$ cat config.mk
export PLATFORM = sky130hd
export DESIGN_NAME = multicycle_cpu_flat
export DESIGN_NICKNAME = d
export VERILOG_FILES = /design/src/rtl/cpu_pkg.sv /design/src/rtl/multicycle_cpu_if.sv /design/src/rtl/cpu_regfile.sv /design/src/rtl/multicycle_cpu.sv /design/src/flat_wrapper.sv
export SDC_FILE = /design/constraint.sdc
export NUM_CORES = 1
export LEC_CHECK = 0
export CAP_MARGIN = 15
export CORE_MARGIN = 1
export CORE_UTILIZATION = 25
export CTS_CLUSTER_SIZE = 16
export DETAILED_ROUTE_END_ITERATION = 10
export SLEW_MARGIN = 20
export SYNTH_ARGS = -nofsm -noshare
export SYNTH_HDL_FRONTEND = slang
export SYNTH_SLANG_ARGS = --single-unit
$ cat constraint.sdc
create_clock -name clk -period 5.9 [get_ports clk]
set_input_delay 1.18 -clock clk [delete_from_list [all_inputs] [get_ports clk]]
set_output_delay 1.18 -clock clk [all_outputs]
set_load 0.01 [all_outputs]
$ cat src/rtl/cpu_pkg.sv
// Shared opcodes, FSM state codes and ALU operation encodings for the multi-cycle CPU.
package cpu_pkg;

    localparam int unsigned INSTR_W = 16;
    localparam int unsigned NREGS   = 16;
    localparam int unsigned REG_AW  = 4;

    localparam logic [3:0] OP_ADD  = 4'h0;
    localparam logic [3:0] OP_SUB  = 4'h1;
    localparam logic [3:0] OP_AND  = 4'h2;
    localparam logic [3:0] OP_OR   = 4'h3;
    localparam logic [3:0] OP_SLT  = 4'h4;
    localparam logic [3:0] OP_ADDI = 4'h5;
    localparam logic [3:0] OP_LW   = 4'h6;
    localparam logic [3:0] OP_SW   = 4'h7;
    localparam logic [3:0] OP_BEQ  = 4'h8;
    localparam logic [3:0] OP_BNE  = 4'h9;
    localparam logic [3:0] OP_JMP  = 4'hA;
    localparam logic [3:0] OP_HALT = 4'hF;

    localparam logic [2:0] S_FETCH  = 3'd0;
    localparam logic [2:0] S_DECODE = 3'd1;
    localparam logic [2:0] S_EXEC   = 3'd2;
    localparam logic [2:0] S_MEM    = 3'd3;
    localparam logic [2:0] S_WB     = 3'd4;
    localparam logic [2:0] S_HALT   = 3'd5;

    localparam logic [2:0] ALU_ADD = 3'd0;
    localparam logic [2:0] ALU_SUB = 3'd1;
    localparam logic [2:0] ALU_AND = 3'd2;
    localparam logic [2:0] ALU_OR  = 3'd3;
    localparam logic [2:0] ALU_SLT = 3'd4;

    // ALU operation used by an opcode; address and immediate forms all add.
    function automatic logic [2:0] alu_op_of(input logic [3:0] op);
        case (op)
            OP_SUB:  return ALU_SUB;
            OP_AND:  return ALU_AND;
            OP_OR:   return ALU_OR;
            OP_SLT:  return ALU_SLT;
            default: return ALU_ADD;
        endcase
    endfunction

    // Opcodes 0xB..0xE are unassigned and trap.
    function automatic logic is_illegal(input logic [3:0] op);
        return (op >= 4'hB) && (op <= 4'hE);
    endfunction

endpackage

$ cat src/rtl/multicycle_cpu_if.sv
// Unified instruction/data memory port with req/ready handshake.
interface multicycle_cpu_if #(
    parameter int unsigned DATA_W = 16,
    parameter int unsigned ADDR_W = 16
);
    logic              req;
    logic              we;
    logic [ADDR_W-1:0] addr;
    logic [DATA_W-1:0] wdata;
    logic [DATA_W-1:0] rdata;
    logic              ready;

    modport master (output req, we, addr, wdata, input rdata, ready);
    modport slave  (input req, we, addr, wdata, output rdata, ready);
endinterface

$ cat src/rtl/cpu_regfile.sv
// 16-entry register file: two combinational reads, one synchronous write, r0 reads zero.
module cpu_regfile
    import cpu_pkg::*;
#(
    parameter int unsigned DATA_W = 16
) (
    input  logic              clk,
    input  logic              rst_n,
    input  logic [REG_AW-1:0] raddr_a,
    input  logic [REG_AW-1:0] raddr_b,
    input  logic              we,
    input  logic [REG_AW-1:0] waddr,
    input  logic [DATA_W-1:0] wdata,
    output logic [DATA_W-1:0] rdata_a_c,
    output logic [DATA_W-1:0] rdata_b_c
);

    logic [DATA_W-1:0] regs [NREGS];

    // Clear on reset; writes to r0 are dropped.
    always_ff @(posedge clk) begin
        if (!rst_n) begin
            for (int i = 0; i < int'(NREGS); i++) regs[i] <= '0;
        end else if (we && (waddr != '0)) begin
            regs[waddr] <= wdata;
        end
    end

    assign rdata_a_c = (raddr_a == '0) ? '0 : regs[raddr_a];
    assign rdata_b_c = (raddr_b == '0) ? '0 : regs[raddr_b];

endmodule

$ cat src/rtl/multicycle_cpu.sv
// Multi-cycle CPU: FETCH/DECODE/EXEC/MEM/WB over one handshaked memory port.
module multicycle_cpu
    import cpu_pkg::*;
#(
    parameter int unsigned DATA_W   = 16,
    parameter int unsigned ADDR_W   = 16,
    parameter int unsigned RESET_PC = 0
) (
    input  logic              clk,
    input  logic              rst_n,
    multicycle_cpu_if.master  bus,
    output logic [ADDR_W-1:0] pc_o,
    output logic              retire,
    output logic              halted,
    output logic              illegal
);

    logic [2:0]         state_q, state_d;
    logic [ADDR_W-1:0]  pc_q, pc_d;
    logic [INSTR_W-1:0] ir_q, ir_d;
    logic [DATA_W-1:0]  a_q, a_d, b_q, b_d, alu_q, alu_d, mdr_q, mdr_d;
    logic               req_q, req_d, we_q, we_d;
    logic [ADDR_W-1:0]  addr_q, addr_d;
    logic [DATA_W-1:0]  wdata_q, wdata_d;
    logic               retire_q, retire_d, halted_q, halted_d, illegal_q, illegal_d;

    logic [3:0]         op_c;
    logic [DATA_W-1:0]  imm_c, opb_c, alu_c, rf_a_c, rf_b_c, rf_wd_c;
    logic [ADDR_W-1:0]  br_off_c, jmp_off_c;
    logic [REG_AW-1:0]  rf_wa_c;
    logic               rf_we_c, is_rtype_c;

    assign op_c       = ir_q[15:12];
    assign is_rtype_c = (op_c <= OP_SLT);
    assign imm_c      = {{(DATA_W-4){ir_q[3]}}, ir_q[3:0]};
    assign br_off_c   = {{(ADDR_W-4){ir_q[3]}}, ir_q[3:0]};
    assign jmp_off_c  = {{(ADDR_W-12){ir_q[11]}}, ir_q[11:0]};
    assign opb_c      = is_rtype_c ? b_q : imm_c;

    assign rf_we_c = (state_q == S_WB);
    assign rf_wa_c = is_rtype_c ? ir_q[3:0] : ir_q[7:4];
    assign rf_wd_c = (op_c == OP_LW) ? mdr_q : alu_q;

    cpu_regfile #(.DATA_W(DATA_W)) u_regfile (
        .clk       (clk),
        .rst_n     (rst_n),
        .raddr_a   (ir_q[11:8]),
        .raddr_b   (ir_q[7:4]),
        .we        (rf_we_c),
        .waddr     (rf_wa_c),
        .wdata     (rf_wd_c),
        .rdata_a_c (rf_a_c),
        .rdata_b_c (rf_b_c)
    );

    // ALU on latched operands; SLT compares as signed.
    always_comb begin
        alu_c = '0;
        case (alu_op_of(op_c))
            ALU_ADD: alu_c = a_q + opb_c;
            ALU_SUB: alu_c = a_q - opb_c;
            ALU_AND: alu_c = a_q & opb_c;
            ALU_OR:  alu_c = a_q | opb_c;
            ALU_SLT: alu_c = ($signed(a_q) < $signed(opb_c)) ? DATA_W'(1) : '0;
            default: alu_c = '0;
        endcase
    end

    // Next-state logic; bus outputs are computed one cycle ahead so they come straight from flops.
    always_comb begin
        state_d   = state_q;
        pc_d      = pc_q;
        ir_d      = ir_q;
        a_d       = a_q;
        b_d       = b_q;
        alu_d     = alu_q;
        mdr_d     = mdr_q;
        req_d     = 1'b0;
        we_d      = 1'b0;
        addr_d    = addr_q;
        wdata_d   = wdata_q;
        retire_d  = 1'b0;
        halted_d  = halted_q;
        illegal_d = illegal_q;
        case (state_q)
            S_FETCH: begin
                if (req_q && bus.ready) begin
                    ir_d    = bus.rdata[15:0];
                    pc_d    = pc_q + ADDR_W'(1);
                    state_d = S_DECODE;
                end else begin
                    req_d  = 1'b1;
                    addr_d = pc_q;
                end
            end
            S_DECODE: begin
                a_d = rf_a_c;
                b_d = rf_b_c;
                if (op_c == OP_HALT || is_illegal(op_c)) begin
                    state_d   = S_HALT;
                    halted_d  = 1'b1;
                    illegal_d = is_illegal(op_c);
                    retire_d  = 1'b1;
                end else begin
                    state_d = S_EXEC;
                end
            end
            S_EXEC: begin
                alu_d = alu_c;
                case (op_c)
                    OP_BEQ, OP_BNE, OP_JMP: begin
                        if (op_c == OP_JMP)
                            pc_d = pc_q + jmp_off_c;
                        else if ((a_q == b_q) == (op_c == OP_BEQ))
                            pc_d = pc_q + br_off_c;
                        retire_d = 1'b1;
                        state_d  = S_FETCH;
                        req_d    = 1'b1;
                        addr_d   = pc_d;
                    end
                    OP_LW, OP_SW: begin
                        state_d = S_MEM;
                        req_d   = 1'b1;
                        we_d    = (op_c == OP_SW);
                        addr_d  = ADDR_W'(alu_c);
                        wdata_d = b_q;
                    end
                    default: state_d = S_WB;
                endcase
            end
            S_MEM: begin
                if (req_q && bus.ready) begin
                    if (op_c == OP_SW) begin
                        retire_d = 1'b1;
                        state_d  = S_FETCH;
                        req_d    = 1'b1;
                        addr_d   = pc_q;
                    end else begin
                        mdr_d   = bus.rdata;
                        state_d = S_WB;
                    end
                end else begin
                    req_d = 1'b1;
                    we_d  = we_q;
                end
            end
            S_WB: begin
                retire_d = 1'b1;
                state_d  = S_FETCH;
                req_d    = 1'b1;
                addr_d   = pc_q;
            end
            S_HALT: state_d = S_HALT;
            default: state_d = S_FETCH;
        endcase
    end

    // State and datapath registers with synchronous reset.
    always_ff @(posedge clk) begin
        if (!rst_n) begin
            state_q   <= S_FETCH;
            pc_q      <= ADDR_W'(RESET_PC);
            ir_q      <= '0;
            a_q       <= '0;
            b_q       <= '0;
            alu_q     <= '0;
            mdr_q     <= '0;
            req_q     <= 1'b0;
            we_q      <= 1'b0;
            addr_q    <= '0;
            wdata_q   <= '0;
            retire_q  <= 1'b0;
            halted_q  <= 1'b0;
            illegal_q <= 1'b0;
        end else begin
            state_q   <= state_d;
            pc_q      <= pc_d;
            ir_q      <= ir_d;
            a_q       <= a_d;
            b_q       <= b_d;
            alu_q     <= alu_d;
            mdr_q     <= mdr_d;
            req_q     <= req_d;
            we_q      <= we_d;
            addr_q    <= addr_d;
            wdata_q   <= wdata_d;
            retire_q  <= retire_d;
            halted_q  <= halted_d;
            illegal_q <= illegal_d;
        end
    end

    assign bus.req   = req_q;
    assign bus.we    = we_q;
    assign bus.addr  = addr_q;
    assign bus.wdata = wdata_q;
    assign pc_o      = pc_q;
    assign retire    = retire_q;
    assign halted    = halted_q;
    assign illegal   = illegal_q;

endmodule

$ cat src/flat_wrapper.sv
// flat-port wrapper written by rule: the top's interface ports become plain ports
module multicycle_cpu_flat import cpu_pkg::*;
#(
    parameter int unsigned DATA_W   = 16,
    parameter int unsigned ADDR_W   = 16,
    parameter int unsigned RESET_PC = 0
)
  (clk, rst_n, pc_o, retire, halted, illegal, bus_req, bus_we, bus_addr, bus_wdata, bus_rdata, bus_ready);
  multicycle_cpu_if #(.DATA_W(DATA_W), .ADDR_W(ADDR_W)) bus_i ();
  input  logic clk;
  input  logic rst_n;
  output logic [ADDR_W-1:0] pc_o;
  output logic retire;
  output logic halted;
  output logic illegal;
  output wire logic [$bits(bus_i.req)-1:0] bus_req;
  output wire logic [$bits(bus_i.we)-1:0] bus_we;
  output wire logic [$bits(bus_i.addr)-1:0] bus_addr;
  output wire logic [$bits(bus_i.wdata)-1:0] bus_wdata;
  input wire logic [$bits(bus_i.rdata)-1:0] bus_rdata;
  input wire logic [$bits(bus_i.ready)-1:0] bus_ready;
  assign bus_req = bus_i.req;
  assign bus_we = bus_i.we;
  assign bus_addr = bus_i.addr;
  assign bus_wdata = bus_i.wdata;
  assign bus_i.rdata = bus_rdata;
  assign bus_i.ready = bus_ready;
  multicycle_cpu #(.DATA_W(DATA_W), .ADDR_W(ADDR_W), .RESET_PC(RESET_PC)) u_core (.clk(clk), .rst_n(rst_n), .bus(bus_i), .pc_o(pc_o), .retire(retire), .halted(halted), .illegal(illegal));
endmodule
==> flow_metrics.py <==
metrics = {
    "logic_synthesis": {
        "synth-edff-count": 256,
        "yosysMostFrequentCell": "nor2_1",
        "synth_top_family_by_area": "multiplexers",
        "async_reset_ff_frac": 0,
        "synth_compound_area_frac": 0.123,
        "synth.largest_area_cell": "edfxtp_1",
        "postSynthAreaPerCell_um2": 10.9,
        "syn_inst": 2086,
        "post_synth_most_frequent_cells": "nor2_1 (378), edfxtp_1 (256), nand2_1 (194)",
        "synth_area_um2": 22600,
        "yosys.area_share.simple": 0.141,
        "synthMuxAreaShare": 0.171,
        "synthDistinctLibCells": 81,
        "ys_ff_latch": 400,
        "ys_dominant_reg_cell": "edfxtp_1",
        "synthTopCellsByArea": "edfxtp_1 (34%), mux4_2 (16%), dfxtp_1 (13%)",
        "synth_adder_area_share": 0.0480,
        "ys_warn_count": 0,
        "netlist.area_leader.share": 0.340,
        "synth-xor-area-share": 0.0147,
        "ys_seq_area_frac": 0.467,
    },
    "global_routing": {
        "first_global_vias": 17000,
        "grt_max_degree": 53,
        "gr-total-overflow": 0,
        "antenna_found_initial": 2,
        "grt_pass1_wl_um": 109000,
        "grt_use_total": 0.159,
    },
    "timing": {
        "final.setup.tns_ps": 0,
        "skew_ps": 44.8,
        "rsz0062_at_grt": "false",
        "finalSetupViolations": 0,
        "hold_violations": 0,
        "final_max_slew_viol_count": 0,
        "fin_crit_ps": 4350,
        "tightest_slew_ps": 1140,
        "slew_headroom": 0.241,
        "max_freq_mhz": 230,
        "fin_hold_ws_ps": 455,
        "finalCritPeriodShare": 0.737,
    },
    "cells_and_area": {
        "layout-drive-gt1-share": 0.153,
        "area_delta_synth_final_pct": 16.0,
        "nNetsFinal": 2225,
        "num-fill-cells": 9152,
    },
    "clocking": {
        "cts.htree.levels": 2,
        "worst_skew_pair.late_latency_ps": 620,
        "cts-root-buf": "clkbuf_16",
        "cts_sinks": 400,
        "ctsResizeCount": 0,
        "cts_made_buffers": 44,
        "post_cts_buffers": 0,
        "cts_tree": "yes",
        "clk_pin_slew_worst_paths_ps": 60,
        "cts_buffer_depth": 3,
        "ctsHoldBuffers": 0,
    },
    "power_and_ir_drop": {
        "total_leakage_power_nw": 8.65,
        "ir_worst_vdd_mv": 0.186,
        "p_per_area_nw_per_um2": 286,
    },
    "place": {
        "dp_hpwl_um": 49700,
        "io_buffer_count": 71,
        "gp_congestion": 0.908,
    },
    "floorplan": {
        "core_area_um2": 89900,
        "fp.dieW_um": 303,
        "rows": 110,
        "dieArea_um2": 91800,
        "boundaryPins": 72,
        "fp.dieH_um": 303,
        "start_util": 0.252,
    },
    "worst_hold_path": {
        "hp-class": "reg -> reg",
    },
    "setup_path": {
        "end_kind": "flip-flop",
        "worstPathMaxFanout": 34,
        "worst-setup-path-type": "reg -> reg",
        "slowest_stage": "dfxtp_1",
        "cp-start-kind": "flip-flop",
        "cp.required_ps": 6390,
        "crit_chain": "o21a_1 > nor2_2 > buf_4 > nor2b_1 > buf_4 > a21o_1 > inv_1 > ha_1 > a21oi_1 > o211ai_1 > o21ai_0 > o21ai_0 > nor4_1 > nor2_1 > a22oi_1 > nor2_1 > nor4_1",
        "critPathMaxStageDelay_ps": 630,
        "worstPathArrival_ps": 4840,
    },
    "routing": {
        "drt_pass1_iterations": 6,
        "routedWlPerCell_um": 22.1,
        "drc": 0,
        "vias_per_cell": 5.27,
        "ant_nets": 0,
        "wirelength_um": 73800,
        "drt_iter0_markers": 2037,
        "num_vias": 17600,
    },
    "job": {
        "max-cap-violations": 0,
    },
    "outcome": {
        "outcome": "finished clean",
    },
}
[state kept, by name, summed over array words and instances (netlist names), 3 cells and up, named ones only]
register and flops:
u_core.mdr_q 16, u_core.pc_o 16, u_core.state_q 3, u_core.bus.addr 16, u_core.a_q 16, u_core.alu_q 16
u_core.bus.wdata 16, u_core.u_regfile.regs 256, u_core.b_q 16, u_core.ir_q 16
[logic make-up (layout without fill, tap and decap cells)]
group / count (synthesis) / count (layout)
flip-flops: 400 / 400
AND/OR/NAND/NOR: 738 / 738
buffers and inverters: 203 / 259
other: 1 / 18
adder cells (fa/ha/maj): 85 / 85
multiplexers: 187 / 187
XOR/XNOR: 38 / 38
AO/OA/AOI/OAI: 434 / 434
[worst paths after layout]
kind | startpoint | to | slack (ps) | depth (start not counted)
setup / recovery | u_core.ir_q[12]$_SDFFE_PN0P_ | u_core.bus.addr[13]$_SDFFE_PN0P_ | 1550 | 17
hold / removal | u_core.bus.wdata[3]$_SDFFE_PN0P_ | u_core.bus.wdata[3]$_SDFFE_PN0P_ | 450 | 2
setup reg to reg | u_core.ir_q[12]$_SDFFE_PN0P_ | u_core.bus.addr[13]$_SDFFE_PN0P_ | 1550 | 17
hold reg to reg | u_core.bus.wdata[3]$_SDFFE_PN0P_ | u_core.bus.wdata[3]$_SDFFE_PN0P_ | 450 | 2
[cell type report]
class | count | area (µm²) | area share
repair buffers | 119 | 1070 | 0.0406
diodes | 2 | 5.00 | 0.000191
clock inverters | 33 | 402 | 0.0153
inverters | 58 | 220 | 0.00839
multi-input cells | 1498 | 11400 | 0.433
clock buffers | 49 | 1140 | 0.0434
flip-flops and latches | 400 | 10600 | 0.403
well taps | 1176 | 1470 | 0.0560
[critical path, delay by kind of cell (launching register included)]
family / cells / cell delay (ps)
compound gates: 7 / 1640
fa+ha+maj: 1 / 380
buf+inv: 3 / 560
flops: 1 / 630
simple gates: 6 / 1050
[power breakdown]
part           switching [W]  total, W  leakage (nW)  internal, W
clock                0.00125   0.00297         0.753      0.00172
combinational       0.000775   0.00131          4.09     0.000536
sequential          0.000152   0.00324          3.80      0.00309
[stage by stage]
stage	utilization	total power, W	cells	worst slack, ps	cell area (µm²)
6_report	0.292	0.00752	3335	1550	26300
5_1_grt	0.292	0.00776	3333	1150	26300
4_1_cts	0.292	0.00753	3333	1630	26200
3_5_place_dp	0.275	0.00459	3251	1640	24700
3_3_place_gp	0.275	0.00458	3251	1690	24700
2_1_floorplan	-	0.00413	2101	2120	22700
[routing by layer]
metal	up-vias	wire (µm)	part of all wire	track usage
met5	-	27	0.00037	0
met4	4	2150	0.029	0.0451
met3	137	7290	0.099	0.0398
met2	884	34500	0.47	0.261
met1	8730	29800	0.40	0.206
li1	7819	-	-	-
[cell usage in the layout (no fill, tap or decap), drive strengths merged, types with 11 or more instances in the layout]
master | synthesis | routed
and3 | 11 | 11
mux2i | 22 | 22
a21o | 24 | 24
inv | 58 | 63
mux4 | 160 | 160
clkinv | 0 | 18
a31oi | 17 | 17
o21ai | 88 | 88
clkbuf | 113 | 49
nor2 | 379 | 379
a21oi | 146 | 146
o211ai | 12 | 12
nand3 | 23 | 23
dfxtp | 144 | 144
conb | 1 | 16
o221ai | 11 | 11
nand2b | 22 | 22
buf | 32 | 49
a22oi | 38 | 38
nand2 | 195 | 195
nor3 | 34 | 34
clkdlybuf4s50 | 0 | 70
edfxtp | 256 | 256
ha | 82 | 82
xnor2 | 32 | 32
nor2b | 14 | 14
No activity file was read; power rests on OpenSTA's default activity.
